[src/rtl/rst_seq.sv]
`default_nettype none
// ============================================================================
//  Module      : rst_seq
//  Description : Sequenced multi-domain reset controller. Waits for a stable
//                clock lock, releases domain resets one at a time in
//                ascending order, and asserts them again in reverse order.
//                A lock loss while any domain is live drops every reset at
//                once and raises a sticky fault flag.
//  Revision    : 1.0 - initial release
// ============================================================================
module rst_seq #(
    parameter int N_DOM     = 4,
    parameter int LOCK_CYC  = 8,
    parameter int STAGE_DLY = 16
) (
    input  logic             clk_i,
    input  logic             rst_i,
    input  logic             locked_i,
    input  logic             en_i,
    input  logic             clr_fault_i,
    output logic [N_DOM-1:0] dom_rst_n_o,
    output logic             ready_o,
    output logic             busy_o,
    output logic             fault_o
);

    // Counter widths; a limit of 1 still needs a 1-bit register.
    localparam int c_LCW = (LOCK_CYC  > 1) ? $clog2(LOCK_CYC)  : 1;
    localparam int c_SCW = (STAGE_DLY > 1) ? $clog2(STAGE_DLY) : 1;
    localparam int c_IW  = (N_DOM     > 1) ? $clog2(N_DOM)     : 1;

    localparam logic [c_LCW-1:0] c_LOCK_LAST  = c_LCW'(LOCK_CYC - 1);
    localparam logic [c_SCW-1:0] c_STAGE_LAST = c_SCW'(STAGE_DLY - 1);
    localparam logic [c_IW-1:0]  c_IDX_LAST   = c_IW'(N_DOM - 1);
    localparam logic [c_LCW-1:0] c_LCNT_ONE   = c_LCW'(1);
    localparam logic [c_SCW-1:0] c_SCNT_ONE   = c_SCW'(1);
    localparam logic [c_IW-1:0]  c_IDX_ONE    = c_IW'(1);

    typedef enum logic [2:0] {
        S_IDLE      = 3'd0,
        S_WAIT_LOCK = 3'd1,
        S_RELEASE   = 3'd2,
        S_RUN       = 3'd3,
        S_ASSERT    = 3'd4
    } state_t;

    state_t             r_state;
    logic [c_LCW-1:0]   r_lock_cnt;
    logic [c_SCW-1:0]   r_stage_cnt;
    logic [c_IW-1:0]    r_idx;
    logic [N_DOM-1:0]   r_dom_rst_n;
    logic               r_ready;
    logic               r_busy;
    logic               r_fault;
    logic               w_lock_lost;

    // Losing lock only matters once a domain is released or about to be.
    assign w_lock_lost = !locked_i &&
                         ((r_state == S_RELEASE) || (r_state == S_RUN) ||
                          (r_state == S_ASSERT));

    // Sequencer FSM; every output is set on the transition that implies it.
    always_ff @(posedge clk_i) begin
        if (rst_i) begin
            r_state     <= S_IDLE;
            r_lock_cnt  <= '0;
            r_stage_cnt <= '0;
            r_idx       <= '0;
            r_dom_rst_n <= '0;
            r_ready     <= 1'b0;
            r_busy      <= 1'b0;
            r_fault     <= 1'b0;
        end else if (w_lock_lost) begin
            // Fault wins over a same-cycle clear request.
            r_dom_rst_n <= '0;
            r_ready     <= 1'b0;
            r_fault     <= 1'b1;
            r_lock_cnt  <= '0;
            r_stage_cnt <= '0;
            r_idx       <= '0;
            r_state     <= en_i ? S_WAIT_LOCK : S_IDLE;
            r_busy      <= en_i;
        end else begin
            if (clr_fault_i) begin
                r_fault <= 1'b0;
            end
            case (r_state)
                S_IDLE: begin
                    if (en_i) begin
                        r_state    <= S_WAIT_LOCK;
                        r_busy     <= 1'b1;
                        r_lock_cnt <= '0;
                    end
                end
                S_WAIT_LOCK: begin
                    if (!en_i) begin
                        r_state    <= S_IDLE;
                        r_busy     <= 1'b0;
                        r_lock_cnt <= '0;
                    end else if (!locked_i) begin
                        r_lock_cnt <= '0;
                    end else if (r_lock_cnt == c_LOCK_LAST) begin
                        r_state     <= S_RELEASE;
                        r_lock_cnt  <= '0;
                        r_stage_cnt <= '0;
                        r_idx       <= '0;
                    end else begin
                        r_lock_cnt <= r_lock_cnt + c_LCNT_ONE;
                    end
                end
                S_RELEASE: begin
                    if (!en_i) begin
                        // Unwind only what has been released so far.
                        r_stage_cnt <= '0;
                        if (r_idx == '0) begin
                            r_state <= S_IDLE;
                            r_busy  <= 1'b0;
                        end else begin
                            r_state <= S_ASSERT;
                            r_idx   <= r_idx - c_IDX_ONE;
                        end
                    end else if (r_stage_cnt == c_STAGE_LAST) begin
                        r_dom_rst_n[r_idx] <= 1'b1;
                        r_stage_cnt        <= '0;
                        if (r_idx == c_IDX_LAST) begin
                            r_state <= S_RUN;
                            r_ready <= 1'b1;
                            r_busy  <= 1'b0;
                        end else begin
                            r_idx <= r_idx + c_IDX_ONE;
                        end
                    end else begin
                        r_stage_cnt <= r_stage_cnt + c_SCNT_ONE;
                    end
                end
                S_RUN: begin
                    if (!en_i) begin
                        r_state     <= S_ASSERT;
                        r_idx       <= c_IDX_LAST;
                        r_stage_cnt <= '0;
                        r_ready     <= 1'b0;
                        r_busy      <= 1'b1;
                    end
                end
                S_ASSERT: begin
                    // en_i is deliberately not looked at until IDLE.
                    if (r_stage_cnt == c_STAGE_LAST) begin
                        r_dom_rst_n[r_idx] <= 1'b0;
                        r_stage_cnt        <= '0;
                        if (r_idx == '0) begin
                            r_state <= S_IDLE;
                            r_busy  <= 1'b0;
                        end else begin
                            r_idx <= r_idx - c_IDX_ONE;
                        end
                    end else begin
                        r_stage_cnt <= r_stage_cnt + c_SCNT_ONE;
                    end
                end
                default: begin
                    r_state     <= S_IDLE;
                    r_dom_rst_n <= '0;
                    r_ready     <= 1'b0;
                    r_busy      <= 1'b0;
                    r_lock_cnt  <= '0;
                    r_stage_cnt <= '0;
                    r_idx       <= '0;
                end
            endcase
        end
    end

    assign dom_rst_n_o = r_dom_rst_n;
    assign ready_o     = r_ready;
    assign busy_o      = r_busy;
    assign fault_o     = r_fault;

endmodule
`default_nettype wire

[config.mk]
export PLATFORM = sky130hd
export DESIGN_NAME = rst_seq
export DESIGN_NICKNAME = d
export VERILOG_FILES = /design/src/rtl/rst_seq.sv
export SDC_FILE = /design/constraint.sdc
export NUM_CORES = 1
export LEC_CHECK = 0
export ABC_AREA = 1
export CAP_MARGIN = 20
export CORE_UTILIZATION = 35
export CTS_BUF_LIST = sky130_fd_sc_hd__clkbuf_4
export CTS_CLUSTER_DIAMETER = 40
export DETAILED_ROUTE_END_ITERATION = 10
export GPL_TIMING_DRIVEN = 1
export PLACE_DENSITY_LB_ADDON = 0.15
export RECOVER_POWER = 25
export SLEW_MARGIN = 25
export SYNTH_ARGS = -nofsm -noshare
export SYNTH_HDL_FRONTEND = slang
export SYNTH_SLANG_ARGS = --single-unit
[constraint.sdc]
create_clock -name clk_i -period 2.5 [get_ports clk_i]
set_clock_uncertainty 0.1 [all_clocks]
set_input_delay 0.5 -clock clk_i [delete_from_list [all_inputs] [get_ports clk_i]]
set_output_delay 0.5 -clock clk_i [all_outputs]
set_load 0.02 [all_outputs]
==> results of run 1 <==
[per-layer routing]
layer / part of all wire (%) / global-route usage, %
met4: 1.3 / 6.52
met3: 2.8 / 2.26
met1: 53 / 24.0
met5: 0 / 0
met2: 42 / 23.6
[worst min-delay path by stage]
stage,depth (start not counted),slack (ns),to,from
6_report,2,0.36,ready_o$_SDFFE_PP0P_,ready_o$_SDFFE_PP0P_
5_1_grt,2,0.37,ready_o$_SDFFE_PP0P_,ready_o$_SDFFE_PP0P_
4_1_cts,2,0.36,ready_o$_SDFFE_PP0P_,ready_o$_SDFFE_PP0P_
3_5_place_dp,2,0.34,ready_o$_SDFFE_PP0P_,ready_o$_SDFFE_PP0P_
3_3_place_gp,2,0.34,ready_o$_SDFFE_PP0P_,ready_o$_SDFFE_PP0P_
2_1_floorplan,2,0.34,r_lock_cnt[1]$_SDFFE_PP0P_,r_lock_cnt[1]$_SDFFE_PP0P_
[state kept, by name (all words and copies together) (netlist names)]
signal,count
dom_rst_n_o,4
r_stage_cnt,4
r_lock_cnt,3
r_state,3
r_idx,2
busy_o,1
fault_o,1
ready_o,1
[power groups by stage]
stage	clock network, mW	registers [mW]	logic (mW)
after global routing	0.201	0.456	0.911
after global placement	0	0.455	0.818
after floorplan	0	0.434	0.658
final	0.173	0.447	0.812
after detailed placement	0	0.454	0.807
after CTS	0.183	0.447	0.810
[cell usage after synthesis, types with 2 or more instances]
library cell | instances | area share (%)
nand2_1 | 44 | 12
buf_6 | 3 | 2.4
a21oi_1 | 15 | 5.3
inv_2 | 2 | 0.53
nand3_1 | 19 | 6.7
nor3_1 | 2 | 0.71
ha_1 | 9 | 8.0
nor2_2 | 3 | 1.3
nand2_4 | 3 | 2.4
nor2_1 | 26 | 6.9
inv_1 | 27 | 7.2
a211oi_1 | 3 | 1.6
nand4_1 | 3 | 1.3
o21ai_0 | 8 | 2.8
nand3_2 | 3 | 2.1
dfxtp_1 | 19 | 27
nand2_2 | 5 | 2.2
o21ai_1 | 4 | 1.4
[per-stage QoR]
| stage | area, um^2 | power (mW) | utilization, % | hold slack (ns) | std cells |
|---|---|---|---|---|---|
| after floorplan | 1410 | 1.09 | - | 0.345 | 209 |
| after global placement | 1560 | 1.27 | 41.3 | 0.342 | 266 |
| after detailed placement | 1560 | 1.26 | 41.3 | 0.341 | 266 |
| after CTS | 1590 | 1.44 | 42.1 | 0.359 | 270 |
| after global routing | 1590 | 1.57 | 42.1 | 0.370 | 270 |
| final | 1590 | 1.43 | 42.1 | 0.356 | 270 |
[cell usage in the layout (no fill, tap or decap), drive strengths merged]
master and count:
a211oi 3, a21boi 1, a21oi 15, and2 1
buf 2, clkbuf 4, clkdlybuf4s50 10, dfxtp 19
dlygate4sd3 1, ha 9, inv 29, nand2 52
nand3 22, nand3b 1, nand4 5, nor2 31
nor3 2, o211a 1, o211ai 1, o21ai 12
o21bai 1
[worst max-delay path: stages]
cell and delay [ns]:
dlygate4sd3_1 0.69, inv_1 0.18, nand2_4 0.14, nand2_1 0.24
inv_1 0.21, o21ai_0 0.10, a21oi_1 0.11
[cell type report]
| type | count | area (um^2) | share of cell area (%) |
|---|---|---|---|
| clock buffer | 4 | 30.0 | 1.89 |
| inverter | 29 | 109 | 6.86 |
| multi-input combinational | 157 | 882 | 55.6 |
| sequential | 19 | 380 | 24.0 |
| tap | 48 | 60.1 | 3.79 |
| timing repair buffer | 13 | 125 | 7.89 |
[logic make-up after synthesis]
kind of cell,after synthesis
AO/OA/AOI/OAI,34
adder cells (fa/ha/maj),9
buffers and inverters,33
flip-flops,19
AND/OR/NAND/NOR,114
==> results.md, run 1 <==
* R2R cell count at 9
* Post-synthesis mux area share at 0%
* Hold Violations, Final at 0
* Num rows at 22
* Max Freq at 491 MHz
* PwrDens at 902 nW/um^2
* GRT Overall Usage at 16.4%
* Internal Power at 0.733 mW
* Fill cells at 391
* DP Wirelength at 2.46 mm
* Post-CTS Resized at 0
* Synth Area in Compound Gates at 13.5%
* DIE WIDTH at 65.5 um
* Min Tclk post-route at 2.04 ns
* Crit path from: locked_i
* Clock Power Share at 12.1%
* Reg-to-reg slack, setup at 0.57 ns
* Part of the power in registers at 31.2%
* Synth warn at 0
* Share of layout cells above drive strength 1 at 11.7%
* Detailed-route wire length per cell at 11.5 um
* Vias at 1304
* Crit share post-route at 81.5%
* DRT iter0 DRCs at 90
* TritonCTS buffer count at 3
* Die height at 65.5 um
* Routed Wire Length at 3.12 mm
* Final net count at 237
* # clock sinks at 19
* Synthesized-area fraction occupied by adder cells at 7.97%
* Switching Fraction at 48.8%
* Setup Total Neg Slack at 0 ns
* Post-CTS Setup Bufs at 0
* Pre-CTS setup slack at 0.298 ns
* Deepest clock path buffer count at 2
* Placer Congestion at 0.927
* Top FF cell, synth: dfxtp_1
* Synth Register Bits at 19
* PnR worst setup slack at 0.462 ns
* Startpoint Class: primary input
* Netlist cell types at 29
* Global-route wire length before repair at 5.40 mm
* Endpoint class of the critical path: register
* Unrepaired setup endpoints after global routing: false
* P_sw at 0.699 mW
* I/O pin count at 12
* Drt drc at 0
* Critical path arrival at 2.18 ns
* XOR/XNOR Fraction of Synth Area at 0%
* Vias/cell at 4.83
* N_diodes at 0
* Clock-pin slew on the worst setup and hold paths at 0.11 ns
* Synth async-reset ratio at 0%
* Status: finished, final reports clean
* Post-Synth Simple-Gate Area at 41.2%
* Max VDD drop at 0.000274 V
* Least-Margin Pin Slew at 0.489 ns
* IO buf count at 11
* Largest net degree at the start of global routing at 11
* Combinational power share at 56.7%
* CTS Hold Bufs at 0
* Final Max Slew Viols at 0
* Post-synth EDFFs at 0
* Clock root buffer: clkbuf_4
* Leak pwr at 0.744 nW
* FF-to-FF Start: r_state[1]$_SDFFE_PP0P_
* Synthesized instance count at 209
* Final Setup Violations at 0
* Initial Utilization at 37.5%
* CTS tree: built
* Total grt overflow at 0
* Seq/Total Area, Yosys at 26.9%
* Syn_area_per_cell at 6.76 um^2
* Vias in the first global route at 1165
* Synth Cell Area at 1410 um^2
* Synthesized net count at 223
* H-tree depth at 1
* Classification of the worst setup path: in -> reg
* Main combinational cell family by area after synthesis: simple AND/OR/NAND/NOR gates
* Critical Path Sink: ready_o$_SDFFE_PP0P_
* Worst reg2reg endpoint: r_state[2]$_SDFFE_PP0P_
* Hold Crit Class: reg -> reg
* Initial antenna violation count at 0
* Placeable Area at 3770 um^2
* Req. time, crit path at 2.65 ns
* Die area at 4290 um^2
* Synthesis-to-layout area growth at 12.3%
* Worst-path fanout max at 10
* Clk_lat worst skew at 0.30 ns
* Total of max-cap violations at 0
* DR pass1 iterations at 4
* Slew HR at 67.3%
* Routed Antenna Nets at 0
(Power assumes the default switching activity.)
==> run 2, diff against run 1 <==
==> constraint.sdc (replaced) <==
create_clock -name clk_i -period 1.86 [get_ports clk_i]
set_clock_uncertainty 0.1 [all_clocks]
set_input_delay 0.372 -clock clk_i [delete_from_list [all_inputs] [get_ports clk_i]]
set_output_delay 0.372 -clock clk_i [all_outputs]
set_load 0.02 [all_outputs]
==> run 2 against run 1 <==
- clock power rose by 36%
- total power rose by 42%
- critical path depth fell by 6
- routed wire length rose by 5.4%
- worst setup slack got worse by 0.34 ns
- non-clock buffer count rose by 16
- sequential share of layout area fell by 1.8 points
- global-route usage rose by 1.4 points
- sequential power rose by 33%
==> results.md, run 2 (synthesized netlist as in run 1, its figures left out) <==
* Status: finished, final reports clean
* CTS tree: built
* Most frequent cells in the layout: nand2_1 (44), inv_1 (27), nor2_1 (25), nand3_1 (19)
* Worst-path fanout max at 2
* Hold Crit Class: reg -> reg
* Share of layout cells above drive strength 1 at 19.3%
* # clock sinks at 19
* Final Max Slew Viols at 0
* N_diodes at 0
* Die area at 4290 um^2
* Leak pwr at 0.824 nW
* DR pass1 iterations at 4
* Least-Margin Pin Slew at 0.310 ns
* Largest net degree at the start of global routing at 11
* Vias at 1373
* Placer Congestion at 0.940
* Vias in the first global route at 1265
* Global-route wire length before repair at 5.80 mm
* Family with the most delay on the worst path: buffers and inverters
* DP Wirelength at 2.66 mm
* Max VDD drop at 0.000438 V
* Initial antenna violation count at 0
* Drt drc at 0
* Placed cell count at 282
* Critical path arrival at 1.27 ns
* Routed Antenna Nets at 0
* FF-to-FF Start: r_state[2]$_SDFFE_PP0P_
* Total grt overflow at 0
* Placement Cell Area at 1690 um^2
* Detailed-route wire length per cell at 11.5 um
* Worst reg2reg endpoint: r_state[2]$_SDFFE_PP0P_
* Setup Total Neg Slack at 0 ns
* Deepest clock path buffer count at 2
* Most common cell after layout, fill and taps aside: nand2_1
* Routed Wire Length at 3.28 mm
* Clock root buffer: clkbuf_4
* Hold Violations, Final at 0
* Crit share post-route at 93.5%
* Worst-path cell chain: clkdlybuf4s50_1
* PwrDens at 1180 nW/um^2
* Vias/cell at 4.80
* R2R cell count at 10
* Min Tclk post-route at 1.74 ns
* Slowest stage delay, CP at 0.60 ns
* Initial Utilization at 37.5%
* Final net count at 253
* Crit. path cell count at 1
* Final instance area at 1730 um^2
* Num rows at 22
* Classification of the worst setup path: reg -> out
* I/O pin count at 12
* Final Setup Violations at 0
* Req. time, crit path at 1.39 ns
* GRT Overall Usage at 17.7%
* Synthesis-to-layout area growth at 22.1%
* Reg-to-reg slack, setup at 0.21 ns
* CTS Hold Bufs at 0
* IO buf count at 11
* Buffers & Inverters on Critical Path at 1
* Endpoint class of the critical path: primary output
* Placeable Area at 3770 um^2
* Slew HR at 79.3%
* Pwr Total at 2.03 mW
* Clock-pin slew on the worst setup and hold paths at 0.11 ns
* Startpoint Class: register
* H-tree depth at 1
* TritonCTS buffer count at 3
* DRT iter0 DRCs at 47
* Unrepaired setup endpoints after global routing: false
* DIE WIDTH at 65.5 um
* Total of max-cap violations at 0
* Max Freq at 575 MHz
* Die height at 65.5 um
* Hold Slack at 0.352 ns
* Clk_lat worst skew at 0.31 ns
* Hold Crit Depth at 2
* Worst Hold Launch: ready_o$_SDFFE_PP0P_
* Fill cells at 393
* Critical path's slowest cell: clkdlybuf4s50_1
* Hold Path End: ready_o$_SDFFE_PP0P_
* Post-Layout Cell Count at 286
-- run 2: cell types whose count changed in the layout (fill, tap and decap cells not counted), sizes merged --
cell / previous run / this run
buf: 2 / 18
dlygate4sd3: 1 / 0
clkbuf: 4 / 5
-- run 2: where the power goes --
part	total [mW]	switching, mW	internal [mW]
Sequential	0.594	0.108	0.486
Combinational	1.20	0.715	0.490
Clock	0.235	0.136	0.0985
-- run 2: stage by stage --
stage	util [%]	worst slack [ns]
global route	45.8	0.0324
floorplan	-	0.349
global placement	44.9	-0.152
finish	45.8	0.122
detailed placement	44.9	-0.159
CTS	45.7	0.0359
-- run 2: routing by layer --
layer,GRT usage (%),vias up,wire length (um)
met5,0,-,0
met4,7.34,0,70
met3,4.17,6,167
met2,27.7,36,1430
met1,23.2,596,1620
li1,-,735,-
-- run 2: worst max-delay path by stage --
stage / slack [ns] / endpoint / from
after floorplan: 0.35 / r_state[2]$_SDFFE_PP0P_ / r_stage_cnt[0]$_SDFFE_PP0P_
after detailed placement: -0.16 / r_state[2]$_SDFFE_PP0P_ / en_i
after CTS: 0.04 / busy_o / busy_o$_SDFFE_PP0P_
after global placement: -0.15 / r_state[0]$_SDFFE_PP0P_ / en_i
final: 0.12 / dom_rst_n_o[1] / dom_rst_n_o[1]$_SDFFE_PP0P_
after global routing: 0.03 / r_idx[0]$_SDFFE_PP0P_ / en_i
-- run 2: layout make-up --
type                            count  area [um^2]  area share (%)
Multi-Input combinational cell    157          892            51.7
Sequential cell                    19          383            22.2
Inverter                           29          109            6.31
Clock buffer                        4         30.0            1.74
Timing Repair Buffer               29          251            14.6
Tap cell                           48         60.1            3.48
-- run 2: repair_timing --
item / 4_1_cts / 5_1_grt
endpoints found under the setup margin: 0 / 6
setup buffers: 0 / 0
gates resized for setup: 0 / 6
-- run 2: worst min-delay path, delay by kind of cell (launching register included) --
| kind | cells | cell delay, ns |
|---|---|---|
| flip-flops | 1 | 0.33 |
| buffers and inverters | 1 | 0.05 |
| AO/OA/AOI/OAI | 1 | 0.05 |
==> run 3, diff against run 2 <==
--- a/config.mk
+++ b/config.mk
@@ -11,6 +11,7 @@
 export CTS_BUF_LIST = sky130_fd_sc_hd__clkbuf_4
 export CTS_CLUSTER_DIAMETER = 40
 export DETAILED_ROUTE_END_ITERATION = 10
+export DONT_BUFFER_PORTS = 1
 export GPL_TIMING_DRIVEN = 1
 export PLACE_DENSITY_LB_ADDON = 0.15
 export RECOVER_POWER = 25
==> run 3 against run 2 <==
- critical path depth grew 7
- design area decreased by 9.4%
- global-route usage shrank 0.19 points
- largest power group unchanged
- highest routed layer unchanged
- sequential share of layout area rose by 2.1 points
- utilization decreased by 4.3 points
- non-clock buffer count decreased by 19
- hold slack got worse by 0.23 ns
==> results.md, run 3 (synthesized netlist as in run 1, its figures left out) <==
* Clock root buffer: clkbuf_4
* Most common cell after layout, fill and taps aside: nand2_1
* Crit share post-route at 89.1%
* Post-CTS Setup Bufs at 0
* Routed Antenna Nets at 0
* CTS tree: built
* Die area at 4290 um^2
* Max Freq at 604 MHz
* Req. time, crit path at 1.98 ns
* I/O pin count at 12
* Core Util, Final at 41.5%
* Footprint of the multi-input gates at 895 um^2
* Final Max Slew Viols at 0
* Leak pwr at 0.749 nW
* Slowest stage delay, CP at 0.37 ns
* TritonCTS buffer count at 3
* Fill cells at 401
* GRT Overall Usage at 17.6%
* Initial antenna violation count at 0
* Unrepaired setup endpoints after global routing: false
* Initial Utilization at 37.5%
* Critical path arrival at 1.77 ns
* DRT iter0 DRCs at 60
* DP Wirelength at 2.52 mm
* Final net count at 234
* Most frequent cells in the layout: nand2_1 (44), inv_1 (27), nor2_1 (24), dfxtp_1 (19), nand3_1 (18)
* Clk_lat worst skew at 0.31 ns
* Placer Congestion at 0.866
* Max VDD drop at 0.000497 V
* Pwr Total at 1.95 mW
* Placeable Area at 3770 um^2
* FF-to-FF Start: r_state[1]$_SDFFE_PP0P_
* Least-Margin Pin Slew at 0.347 ns
* Vias at 1324
* IO buf count at 0
* # clock sinks at 19
* Vias/cell at 4.96
* Routed Wire Length at 3.18 mm
* Min Tclk post-route at 1.66 ns
* Synthesis-to-layout area growth at 10.7%
* Worst-path cell chain: buf_12, nand2_4, nor2_2, o21ai_1, nand2_2, nor2_1, o21ai_0, nor2_1
* Critical path's slowest cell: dfxtp_1
* Setup Total Neg Slack at 0 ns
* Deepest clock path buffer count at 2
* Clock-pin slew on the worst setup and hold paths at 0.12 ns
* Worst Hold Launch: clr_fault_i
* H-tree depth at 1
* Hold Violations, Final at 0
* Endpoint class of the critical path: register
* Crit path from: r_state[1]$_SDFFE_PP0P_
* Final Setup Violations at 0
* Vias in the first global route at 1331
* Most used cell along the critical path: nor2_1
* Total grt overflow at 0
* Sequential Area at 380 um^2
* PwrDens at 1250 nW/um^2
* Classification of the worst setup path: reg -> reg
* Global-route wire length before repair at 5.79 mm
* Slew HR at 76.8%
* Hold Crit Class: in -> reg
* N_diodes at 0
* DR pass1 iterations at 4
* Num rows at 22
* Largest net degree at the start of global routing at 11
* Die height at 65.5 um
* Worst-path fanout max at 8
* DIE WIDTH at 65.5 um
* Drt drc at 0
* Share of layout cells above drive strength 1 at 16.9%
* Detailed-route wire length per cell at 11.9 um
* Status: finished, final reports clean
* Total of max-cap violations at 0
* Startpoint Class: register
run 3: cell type report:
type                            instances  area share, %
Multi-Input combinational cell        157           57.2
Sequential cell                        19           24.3
Inverter                               29           6.96
Timing Repair Buffer                   10           5.76
Tap cell                               48           3.84
Clock buffer                            4           1.92
run 3: power breakdown:
| group | internal (mW) | switching, mW | leakage, nW |
|---|---|---|---|
| Combinational | 0.417 | 0.716 | 0.576 |
| Clock | 0.0984 | 0.142 | 0.0184 |
| Sequential | 0.483 | 0.0943 | 0.154 |
run 3: stage by stage:
stage | hold slack (ns) | cells | cell area (um^2) | worst slack [ns]
2_1_floorplan | 0.341 | 209 | 1410 | 0.349
3_3_place_gp | 0.347 | 262 | 1510 | 0.168
3_5_place_dp | 0.348 | 262 | 1510 | 0.179
4_1_cts | 0.0981 | 267 | 1550 | 0.148
5_1_grt | 0.108 | 267 | 1560 | 0.00499
6_report | 0.120 | 267 | 1560 | 0.203
run 3: final timing paths:
path,endpoint,slack [ns],cells after the start
worst max register to register,dom_rst_n_o[1]$_SDFFE_PP0P_,0.20,8
worst min-delay path,fault_o$_SDFFE_PP0P_,0.12,3
worst min register to register,r_lock_cnt[1]$_SDFFE_PP0P_,0.37,2
worst max-delay path,dom_rst_n_o[1]$_SDFFE_PP0P_,0.20,8
run 3: routing by layer:
metal / global-route usage [%] / vias up / part of all wire (%)
li1: - / 698 / -
met1: 21.5 / 590 / 50
met2: 28.0 / 30 / 43
met5: 0 / - / 0
met4: 7.34 / 0 / 2.0
met3: 5.73 / 6 / 5.8
run 3: what timing repair did:
action,in CTS,in global routing
endpoints found under the setup margin,0,9
hold endpoints to repair,1,0
hold buffers,1,0
gates resized for setup,0,5
run 3: critical path: cells and delay by family (launching register included):
kind | cells | cell delay, ns
compound gates | 2 | 0.31
buf+inv | 1 | 0.14
flops | 1 | 0.37
simple gates | 5 | 0.64
